File: src/rtl/gcd_pkg.sv
// Shared types and sizing helpers for the binary (Stein) GCD engine.
package gcd_pkg;

  // Engine control states.
  typedef enum logic [1:0] {
    IDLE = 2'd0,
    RUN  = 2'd1,
    DONE = 2'd2
  } gcd_state_t;

  // Default operand/result width.
  localparam int NBITS_DEFAULT = 32;

  // Step counter width: worst case is 2*nbits steps, so 2*nbits+1 values
  // must fit without the counter wrapping.
  function automatic int cnt_width(input int nbits);
    return $clog2(2 * nbits + 2);
  endfunction

endpackage

File: src/rtl/gcd_stein_step.sv
// One combinational Stein GCD step: picks the first matching rule for the
// current (a, b, k) and produces the next operands or the final result.
module gcd_stein_step
  import gcd_pkg::*;
#(
  parameter int NBITS = NBITS_DEFAULT,
  parameter int K_W   = $clog2(NBITS + 1)
) (
  input  logic [NBITS-1:0] a,
  input  logic [NBITS-1:0] b,
  input  logic [K_W-1:0]   k,
  output logic [NBITS-1:0] a_next,
  output logic [NBITS-1:0] b_next,
  output logic [K_W-1:0]   k_next,
  output logic             term,
  output logic [NBITS-1:0] term_result
);

  // Rule priority chain; the final else covers "both odd, a < b".
  always_comb begin
    a_next      = a;
    b_next      = b;
    k_next      = k;
    term        = 1'b0;
    term_result = '0;
    if (a == '0) begin
      term        = 1'b1;
      term_result = b << k;
    end else if (b == '0) begin
      term        = 1'b1;
      term_result = a << k;
    end else if (a == b) begin
      term        = 1'b1;
      term_result = a << k;
    end else if (!a[0] && !b[0]) begin
      a_next = a >> 1;
      b_next = b >> 1;
      k_next = k + K_W'(1);
    end else if (!a[0]) begin
      a_next = a >> 1;
    end else if (!b[0]) begin
      b_next = b >> 1;
    end else if (a > b) begin
      a_next = (a - b) >> 1;
    end else begin
      b_next = (b - a) >> 1;
    end
  end

endmodule

File: src/rtl/gcd_stein.sv
// Binary GCD engine with valid/ready handshakes on both sides. Holds the
// IDLE/RUN/DONE control, operand registers, step counter and output latch;
// the per-step arithmetic lives in gcd_stein_step.
module gcd_stein
  import gcd_pkg::*;
#(
  parameter int NBITS = NBITS_DEFAULT,
  parameter int CNT_W = cnt_width(NBITS),
  parameter int K_W   = $clog2(NBITS + 1)
) (
  input  logic             clk,
  input  logic             reset_n,
  input  logic             in_valid,
  output logic             in_ready,
  input  logic [NBITS-1:0] a_in,
  input  logic [NBITS-1:0] b_in,
  output logic             out_valid,
  input  logic             out_ready,
  output logic [NBITS-1:0] result,
  output logic [CNT_W-1:0] cycles
);

  gcd_state_t       state_r, state_s;
  logic [NBITS-1:0] a_r, b_r;
  logic [K_W-1:0]   k_r;
  logic [CNT_W-1:0] cnt_r;
  logic [NBITS-1:0] result_r;
  logic [CNT_W-1:0] cycles_r;
  logic             in_ready_r, out_valid_r;
  logic             capture_s, step_s;

  logic [NBITS-1:0] a_next_s, b_next_s, term_result_s;
  logic [K_W-1:0]   k_next_s;
  logic             term_s;

  gcd_stein_step #(
    .NBITS (NBITS),
    .K_W   (K_W)
  ) u_step (
    .a           (a_r),
    .b           (b_r),
    .k           (k_r),
    .a_next      (a_next_s),
    .b_next      (b_next_s),
    .k_next      (k_next_s),
    .term        (term_s),
    .term_result (term_result_s)
  );

  // State register.
  always_ff @(posedge clk or negedge reset_n) begin
    if (!reset_n) begin
      state_r <= IDLE;
    end else begin
      state_r <= state_s;
    end
  end

  // Next-state decode plus capture/step strobes for the datapath.
  always_comb begin
    state_s   = state_r;
    capture_s = 1'b0;
    step_s    = 1'b0;
    case (state_r)
      IDLE: begin
        if (in_valid) begin
          capture_s = 1'b1;
          state_s   = RUN;
        end else begin
          state_s = IDLE;
        end
      end
      RUN: begin
        step_s = 1'b1;
        if (term_s) begin
          state_s = DONE;
        end else begin
          state_s = RUN;
        end
      end
      DONE: begin
        if (out_ready) begin
          state_s = IDLE;
        end else begin
          state_s = DONE;
        end
      end
      default: begin
        state_s = IDLE;
      end
    endcase
  end

  // Operand, step-count and result registers; result/cycles only change on
  // the terminating RUN cycle so they stay stable throughout DONE.
  always_ff @(posedge clk or negedge reset_n) begin
    if (!reset_n) begin
      a_r      <= '0;
      b_r      <= '0;
      k_r      <= '0;
      cnt_r    <= '0;
      result_r <= '0;
      cycles_r <= '0;
    end else if (capture_s) begin
      a_r   <= a_in;
      b_r   <= b_in;
      k_r   <= '0;
      cnt_r <= '0;
    end else if (step_s) begin
      cnt_r <= cnt_r + CNT_W'(1);
      if (term_s) begin
        result_r <= term_result_s;
        cycles_r <= cnt_r + CNT_W'(1);
      end else begin
        a_r <= a_next_s;
        b_r <= b_next_s;
        k_r <= k_next_s;
      end
    end else begin
      a_r <= a_r;
    end
  end

  // Handshake flags registered from the next state so they are glitch-free.
  always_ff @(posedge clk or negedge reset_n) begin
    if (!reset_n) begin
      in_ready_r  <= 1'b1;
      out_valid_r <= 1'b0;
    end else begin
      in_ready_r  <= (state_s == IDLE);
      out_valid_r <= (state_s == DONE);
    end
  end

  assign in_ready  = in_ready_r;
  assign out_valid = out_valid_r;
  assign result    = result_r;
  assign cycles    = cycles_r;

endmodule
File: config.mk
export PLATFORM = sky130hd
export DESIGN_NAME = gcd_stein
export DESIGN_NICKNAME = d
export VERILOG_FILES = /design/src/rtl/gcd_pkg.sv /design/src/rtl/gcd_stein_step.sv /design/src/rtl/gcd_stein.sv
export SDC_FILE = /design/constraint.sdc
export NUM_CORES = 1
export LEC_CHECK = 0
export CAP_MARGIN = 20
export CORE_MARGIN = 2
export CORE_UTILIZATION = 50
export DETAILED_ROUTE_END_ITERATION = 6
export PLACE_DENSITY = 0.84
export REMOVE_ABC_BUFFERS = 1
export SETUP_SLACK_MARGIN = 0.05
export SKIP_CTS_REPAIR_TIMING = 1
export SYNTH_ARGS = -nofsm -noshare
export SYNTH_HDL_FRONTEND = slang
export SYNTH_HIERARCHICAL = 1
export SYNTH_SLANG_ARGS = --single-unit
File: constraint.sdc
create_clock -name clk -period 3.8 [get_ports clk]
set_clock_uncertainty 0.2 [all_clocks]
set_input_delay 1.14 -clock clk [delete_from_list [all_inputs] [get_ports clk]]
set_output_delay 1.14 -clock clk [all_outputs]
set_load 0.005 [all_outputs]
==> flow_summary.json, run 1 <==
{
  "dpl.cell_count": 2203,
  "holdPathEnd": "cycles[2]$_DFFE_PN0P_",
  "h-tree-depth": 4,
  "syn_avg_cell_area_um2": 8.46,
  "slowest_delay_ps": 530,
  "grt_max_degree": 71,
  "die_height_um": 169,
  "critPathRequiredTime_ps": 3900,
  "synthCells": 1617,
  "cts.sinks": 120,
  "clk_latency_ps": 440,
  "cts_buffers": 17,
  "ys_warn_count": 6,
  "io_buffers": 108,
  "fin_util_pct": 68.4,
  "slew_headroom_pct": 35.7,
  "drt-initial-drc-count": 2276,
  "report.final.slew_viol_count": 0,
  "crit_family": "simple AND/OR/NAND/NOR gates",
  "synth_area_um2": 13700,
  "syn2layout_area_growth_pct": 34.4,
  "num_io_pins": 109,
  "cp-start-kind": "flop",
  "status": "finished with violations",
  "rr_endpoint": "b_r[15]$_DFFE_PN0P_",
  "layout-drive-gt1-share_pct": 34.8,
  "synth_edf_count": 0,
  "rows": 60,
  "ys_types": 76,
  "ys.flop_type": "dfrtp_1",
  "wl_um": 54800,
  "r2r_setup_slack_ps": -120,
  "stdcell_count": 2270,
  "chipWidth_um": 169,
  "seq_area_um2": 3010,
  "min_path_type": "reg -> reg",
  "root_buffer": "clkbuf_16",
  "final_cell_area_um2": 18400,
  "dp_hpwl_um": 40300,
  "grt_pass1_vias": 14300,
  "crit_buf_inv": 2,
  "clockBufferDepth": 2,
  "place_area_um2": 16600,
  "hold_path.startpoint": "cycles[2]$_DFFE_PN0P_",
  "fin_ws_ps": -124,
  "ys_seq_elements": 120,
  "crit_fanout": 7,
  "core_um2": 26900,
  "clk_pin_slew_worst_paths_ps": 80,
  "num-fill-cells": 2164,
  "violations": "design-rule violations, negative setup slack",
  "layout_min_cycle_time_ps": 3920,
  "drc": 1,
  "multi_input_area_um2": 10400,
  "wire_per_inst_um": 24.1,
  "worstHoldPathCells": 2,
  "gr-usage-all-layers_pct": 36.3,
  "grt_pass1_wl_um": 81200,
  "path_class": "reg -> reg",
  "initial_utilization_pct": 50.9,
  "place_congestion": 1.03,
  "fmax_mhz": 255,
  "seq_area_frac_synth_pct": 22.0,
  "via_count": 15100,
  "r2r_cells": 13,
  "timing.rr.start": "b_r[3]$_DFFE_PN0P_",
  "finalCritPeriodShare_pct": 103,
  "worst_pin_slew_ps": 965,
  "hold_viol": 0,
  "dr.pass1.iters": 7,
  "async_flop_share_pct": 100,
  "rsz0062_at_grt": "true",
  "viasPerCell": 6.66,
  "grt_overflow": 0,
  "setup_viol": 7,
  "crit_chain": "ha_4 -> buf_6 -> nand4_1 -> or4_4 -> nor3_4 -> nor2_1 -> a21oi_4 -> nor2_4 -> buf_6 -> o31a_1 -> a221o_1 -> mux2_4 -> mux2_4",
  "fin_nets": 2052,
  "cts_tree": "yes",
  "antenna_found_initial": 0,
  "drt.antenna.violating_nets": 0,
  "cap_violations": 0,
  "arrival_ps": 4030,
  "crit_path_end_kind": "flop",
  "dieArea_um2": 28700,
  "insertedDiodeCount": 0,
  "crit_slowest_cell": "or4_4"
}
## cell families after synthesis
group	Yosys count	share of synthesized area, %
XOR/XNOR	64	4.10
buffers and inverters	222	7.62
flip-flops	120	22.0
AND/OR/NAND/NOR	371	12.6
multiplexers	261	22.8
AO/OA/AOI/OAI	511	24.6
adder cells (fa/ha/maj)	68	6.33
## per-layer routing
| metal | vias up | part of all wire [%] | global-route usage (%) |
|---|---|---|---|
| met3 | 246 | 11 | 5.32 |
| met5 | - | 0 | 0 |
| met1 | 7162 | 39 | 48.9 |
| met4 | 0 | 5.7 | 18.3 |
| li1 | 6617 | - | - |
| met2 | 1100 | 44 | 56.9 |
## Yosys cell counts (all sizes together) (4+ instances only)
| library cell | instances | area share [%] |
|---|---|---|
| xor2 | 20 | 1.3 |
| inv | 85 | 2.3 |
| o211a | 13 | 0.95 |
| or3 | 9 | 0.41 |
| mux2 | 169 | 14 |
| nor4 | 18 | 0.82 |
| a311oi | 4 | 0.26 |
| a21oi | 140 | 5.3 |
| o22ai | 56 | 2.6 |
| a222oi | 11 | 0.81 |
| a22o | 4 | 0.26 |
| xnor2 | 44 | 2.8 |
| nor3 | 21 | 0.92 |
| and3 | 6 | 0.27 |
| a31oi | 8 | 0.41 |
| a211oi | 29 | 1.6 |
| o31a | 8 | 0.51 |
| and2 | 12 | 0.55 |
| nor2b | 15 | 0.69 |
| ha | 66 | 6.0 |
| mux2i | 69 | 5.1 |
| o21bai | 8 | 0.44 |
| dfrtp | 119 | 22 |
| a21o | 23 | 1.3 |
| a221oi | 25 | 1.6 |
| nand2b | 5 | 0.23 |
| o221ai | 11 | 0.70 |
| nand4 | 18 | 0.82 |
| nand2 | 113 | 3.1 |
| o21ai | 98 | 3.6 |
| buf | 75 | 3.4 |
| nand3 | 12 | 0.44 |
| nor2 | 131 | 3.7 |
| a221o | 6 | 0.44 |
| a22oi | 29 | 1.6 |
| clkbuf | 59 | 1.8 |
| o211ai | 5 | 0.27 |
| o21a | 13 | 0.71 |
| mux4 | 23 | 3.8 |
## cell type report
class	instances	share of cell area, %
Tap cell	341	2.32
Timing Repair Buffer	414	19.5
Multi-Input combinational cell	1275	56.8
Clock buffer	17	2.31
Sequential cell	120	16.4
Inverter	88	1.83
Clock inverter	15	0.837
## flip-flops by register name, indices dropped and copies added (netlist names)
name       flops
b_r           32
state_r        2
a_r           32
cycles         7
out_valid      1
cnt_r          7
in_ready       1
k_r            6
result        32
## how the worst max path moves through the flow
stage,startpoint,slack [ps],cells past startpoint,end
4_1_cts,a_r[0]$_DFFE_PN0P_,-310,16,b_r[15]$_DFFE_PN0P_
5_1_grt,b_r[3]$_DFFE_PN0P_,-170,13,b_r[15]$_DFFE_PN0P_
3_5_place_dp,a_r[0]$_DFFE_PN0P_,-280,16,b_r[15]$_DFFE_PN0P_
2_1_floorplan,in_valid,-3440,3,a_r[0]$_DFFE_PN0P_
6_report,b_r[3]$_DFFE_PN0P_,-120,13,b_r[15]$_DFFE_PN0P_
3_3_place_gp,a_r[13]$_DFFE_PN0P_,-220,14,b_r[2]$_DFFE_PN0P_
## through the flow
stage	TNS, ps	hold slack (ps)	setup WS, ps
global placement	-3210	265	-223
CTS	-9050	288	-311
finish	-498	281	-124
global route	-1770	315	-172
floorplan	-256460	260	-3440
detailed placement	-7060	273	-276
## placed cells by master, fill, tap and decap left out, drive strengths merged, types with 18 or more instances in the layout
cell type and instances:
nor2 131, o22ai 56, a221oi 25, nand4 18, buf 307, xor2 20
dfrtp 119, ha 66, xnor2 44, clkdlybuf4s50 107, mux4 23, a21o 23
nand2 113, inv 95, a22oi 29, a211oi 29, a21oi 140, mux2i 69
nor3 21, nor4 18, o21ai 98, mux2 169
## worst min-delay path, cell delays in order (launching register included)
cell	delay, ps
dfrtp_1	340
nand2_1	40
o21ai_0	60
Power of run 1 is not shown: default switching activity piles up to over one toggle a cycle in this logic, so the estimate is an artifact.
==> run 2, diff against run 1 <==
- MAX_ROUTING_LAYER: unset -> met4
==> flow_summary.json, run 2 (synthesis gave the netlist of run 1 again) <==
{
  "status": "finished with violations",
  "violations": "negative setup slack",
  "cts_buffers": 17,
  "clk_pin_slew_worst_paths_ps": 70,
  "rr_endpoint": "b_r[27]$_DFFE_PN0P_",
  "cts_tree": "yes",
  "routed.top_layer": "met4",
  "grt_pass1_wl_um": 83600,
  "final_cell_area_um2": 18600,
  "layout_min_cycle_time_ps": 3910,
  "final_common_cell": "buf_4",
  "timing.rr.start": "b_r[1]$_DFFE_PN0P_",
  "crit_path_end": "b_r[27]$_DFFE_PN0P_",
  "gr-usage-all-layers_pct": 38.8,
  "fin_ws_ps": -112,
  "num-fill-cells": 2177,
  "final_cell_mix": "buf_4, mux2_2, a21oi_1, nor2_1, dfrtp_1",
  "rows": 60,
  "antenna_found_initial": 1,
  "wire_per_inst_um": 24.8,
  "dieArea_um2": 28700,
  "h-tree-depth": 4,
  "worst_pin_slew_ps": 931,
  "grt_pass1_vias": 14200,
  "place_congestion": 1.03,
  "drc": 0,
  "io_buffers": 108,
  "min_path_type": "reg -> reg",
  "fin_setup_tns_ps": -1480,
  "num_io_pins": 109,
  "pre_cts_ws_ps": -423,
  "cts.sinks": 120,
  "die_height_um": 169,
  "dr.pass1.iters": 6,
  "r2r_setup_slack_ps": -110,
  "hold_viol": 0,
  "cp-startpoint": "b_r[1]$_DFFE_PN0P_",
  "met2_length_um": 25600,
  "wl_um": 56700,
  "slew_headroom_pct": 37.9,
  "grt_overflow": 0,
  "crit_fanout": 5,
  "place_area_um2": 16700,
  "rsz0062_at_grt": "true",
  "dp_hpwl_um": 41700,
  "layout-drive-gt1-share_pct": 34.7,
  "root_buffer": "clkbuf_16",
  "met3_length_um": 5620,
  "wl_met1_um": 22800,
  "arrival_ps": 4040,
  "critPathRequiredTime_ps": 3930,
  "fmax_mhz": 256,
  "path_class": "reg -> reg",
  "viasPerCell": 6.59,
  "fin_nets": 2064,
  "via_count": 15000,
  "cap_violations": 0,
  "core_um2": 26900,
  "r2r_cells": 16,
  "grt_max_degree": 66,
  "crit_path_end_kind": "flop",
  "chipWidth_um": 169,
  "cp-start-kind": "flop",
  "clk_latency_ps": 440,
  "initial_utilization_pct": 50.9,
  "finalCritPeriodShare_pct": 103,
  "drt-initial-drc-count": 2158,
  "report.final.slew_viol_count": 0,
  "clockBufferDepth": 2,
  "drt.antenna.violating_nets": 0,
  "syn2layout_area_growth_pct": 36.0,
  "setup_viol": 25
}
## run 2: changes by cell type in the layout (fill, tap and decap cells not counted), moves of 5 or more
cell / delta
buf_12: +5
buf_4: +12
buf_6: -9
ha_1: +9
ha_4: -6
inv_1: +7
inv_2: -6
## run 2: area by class of cell
cell class	count	area, um2	area share [%]
Antenna cell	1	2.50	0.0135
Sequential cell	120	3010	16.2
Timing Repair Buffer	426	3780	20.3
Clock buffer	17	425	2.29
Clock inverter	15	154	0.828
Inverter	88	333	1.79
Tap cell	341	427	2.29
Multi-Input combinational cell	1275	10500	56.3
## run 2: worst min-delay path by stage
| stage | start | to | cells past startpoint |
|---|---|---|---|
| 2_1_floorplan | cnt_r[6]$_DFFE_PN0P_ | cnt_r[6]$_DFFE_PN0P_ | 1 |
| 3_3_place_gp | cycles[4]$_DFFE_PN0P_ | cycles[4]$_DFFE_PN0P_ | 2 |
| 3_5_place_dp | cycles[4]$_DFFE_PN0P_ | cycles[4]$_DFFE_PN0P_ | 2 |
| 4_1_cts | cycles[4]$_DFFE_PN0P_ | cycles[4]$_DFFE_PN0P_ | 2 |
| 5_1_grt | result[19]$_DFFE_PN0P_ | result[19]$_DFFE_PN0P_ | 1 |
| 6_report | cycles[4]$_DFFE_PN0P_ | cycles[4]$_DFFE_PN0P_ | 2 |
## run 2: routing by layer
| layer | vias up | GRT usage, % |
|---|---|---|
| met1 | 7138 | 52.2 |
| li1 | 6637 | - |
| met4 | 0 | 15.6 |
| met3 | 210 | 5.57 |
| met2 | 1061 | 58.9 |
| met5 | - | - |
## run 2: stage by stage
stage               std cells  hold slack [ps]  utilization [%]
floorplan                1483              260                -
global placement         2212              266             62.2
detailed placement       2212              280             62.2
CTS                      2244              298             64.4
global route             2283              323             69.2
finish                   2283              290             69.2
## run 2: critical path: stages, from the launching register on
cell       delay (ps)
dfrtp_1           390
buf_6             130
ha_4              270
buf_6              90
nand4_1           240
or4_4             510
nor3_4            240
buf_4             170
nor3_2             50
inv_2              80
buf_4             150
buf_4             170
a2111oi_0         110
and3_1            220
a221o_1           250
mux2_2            260
mux2_2            270
Power of run 2 is left out for the same reason.
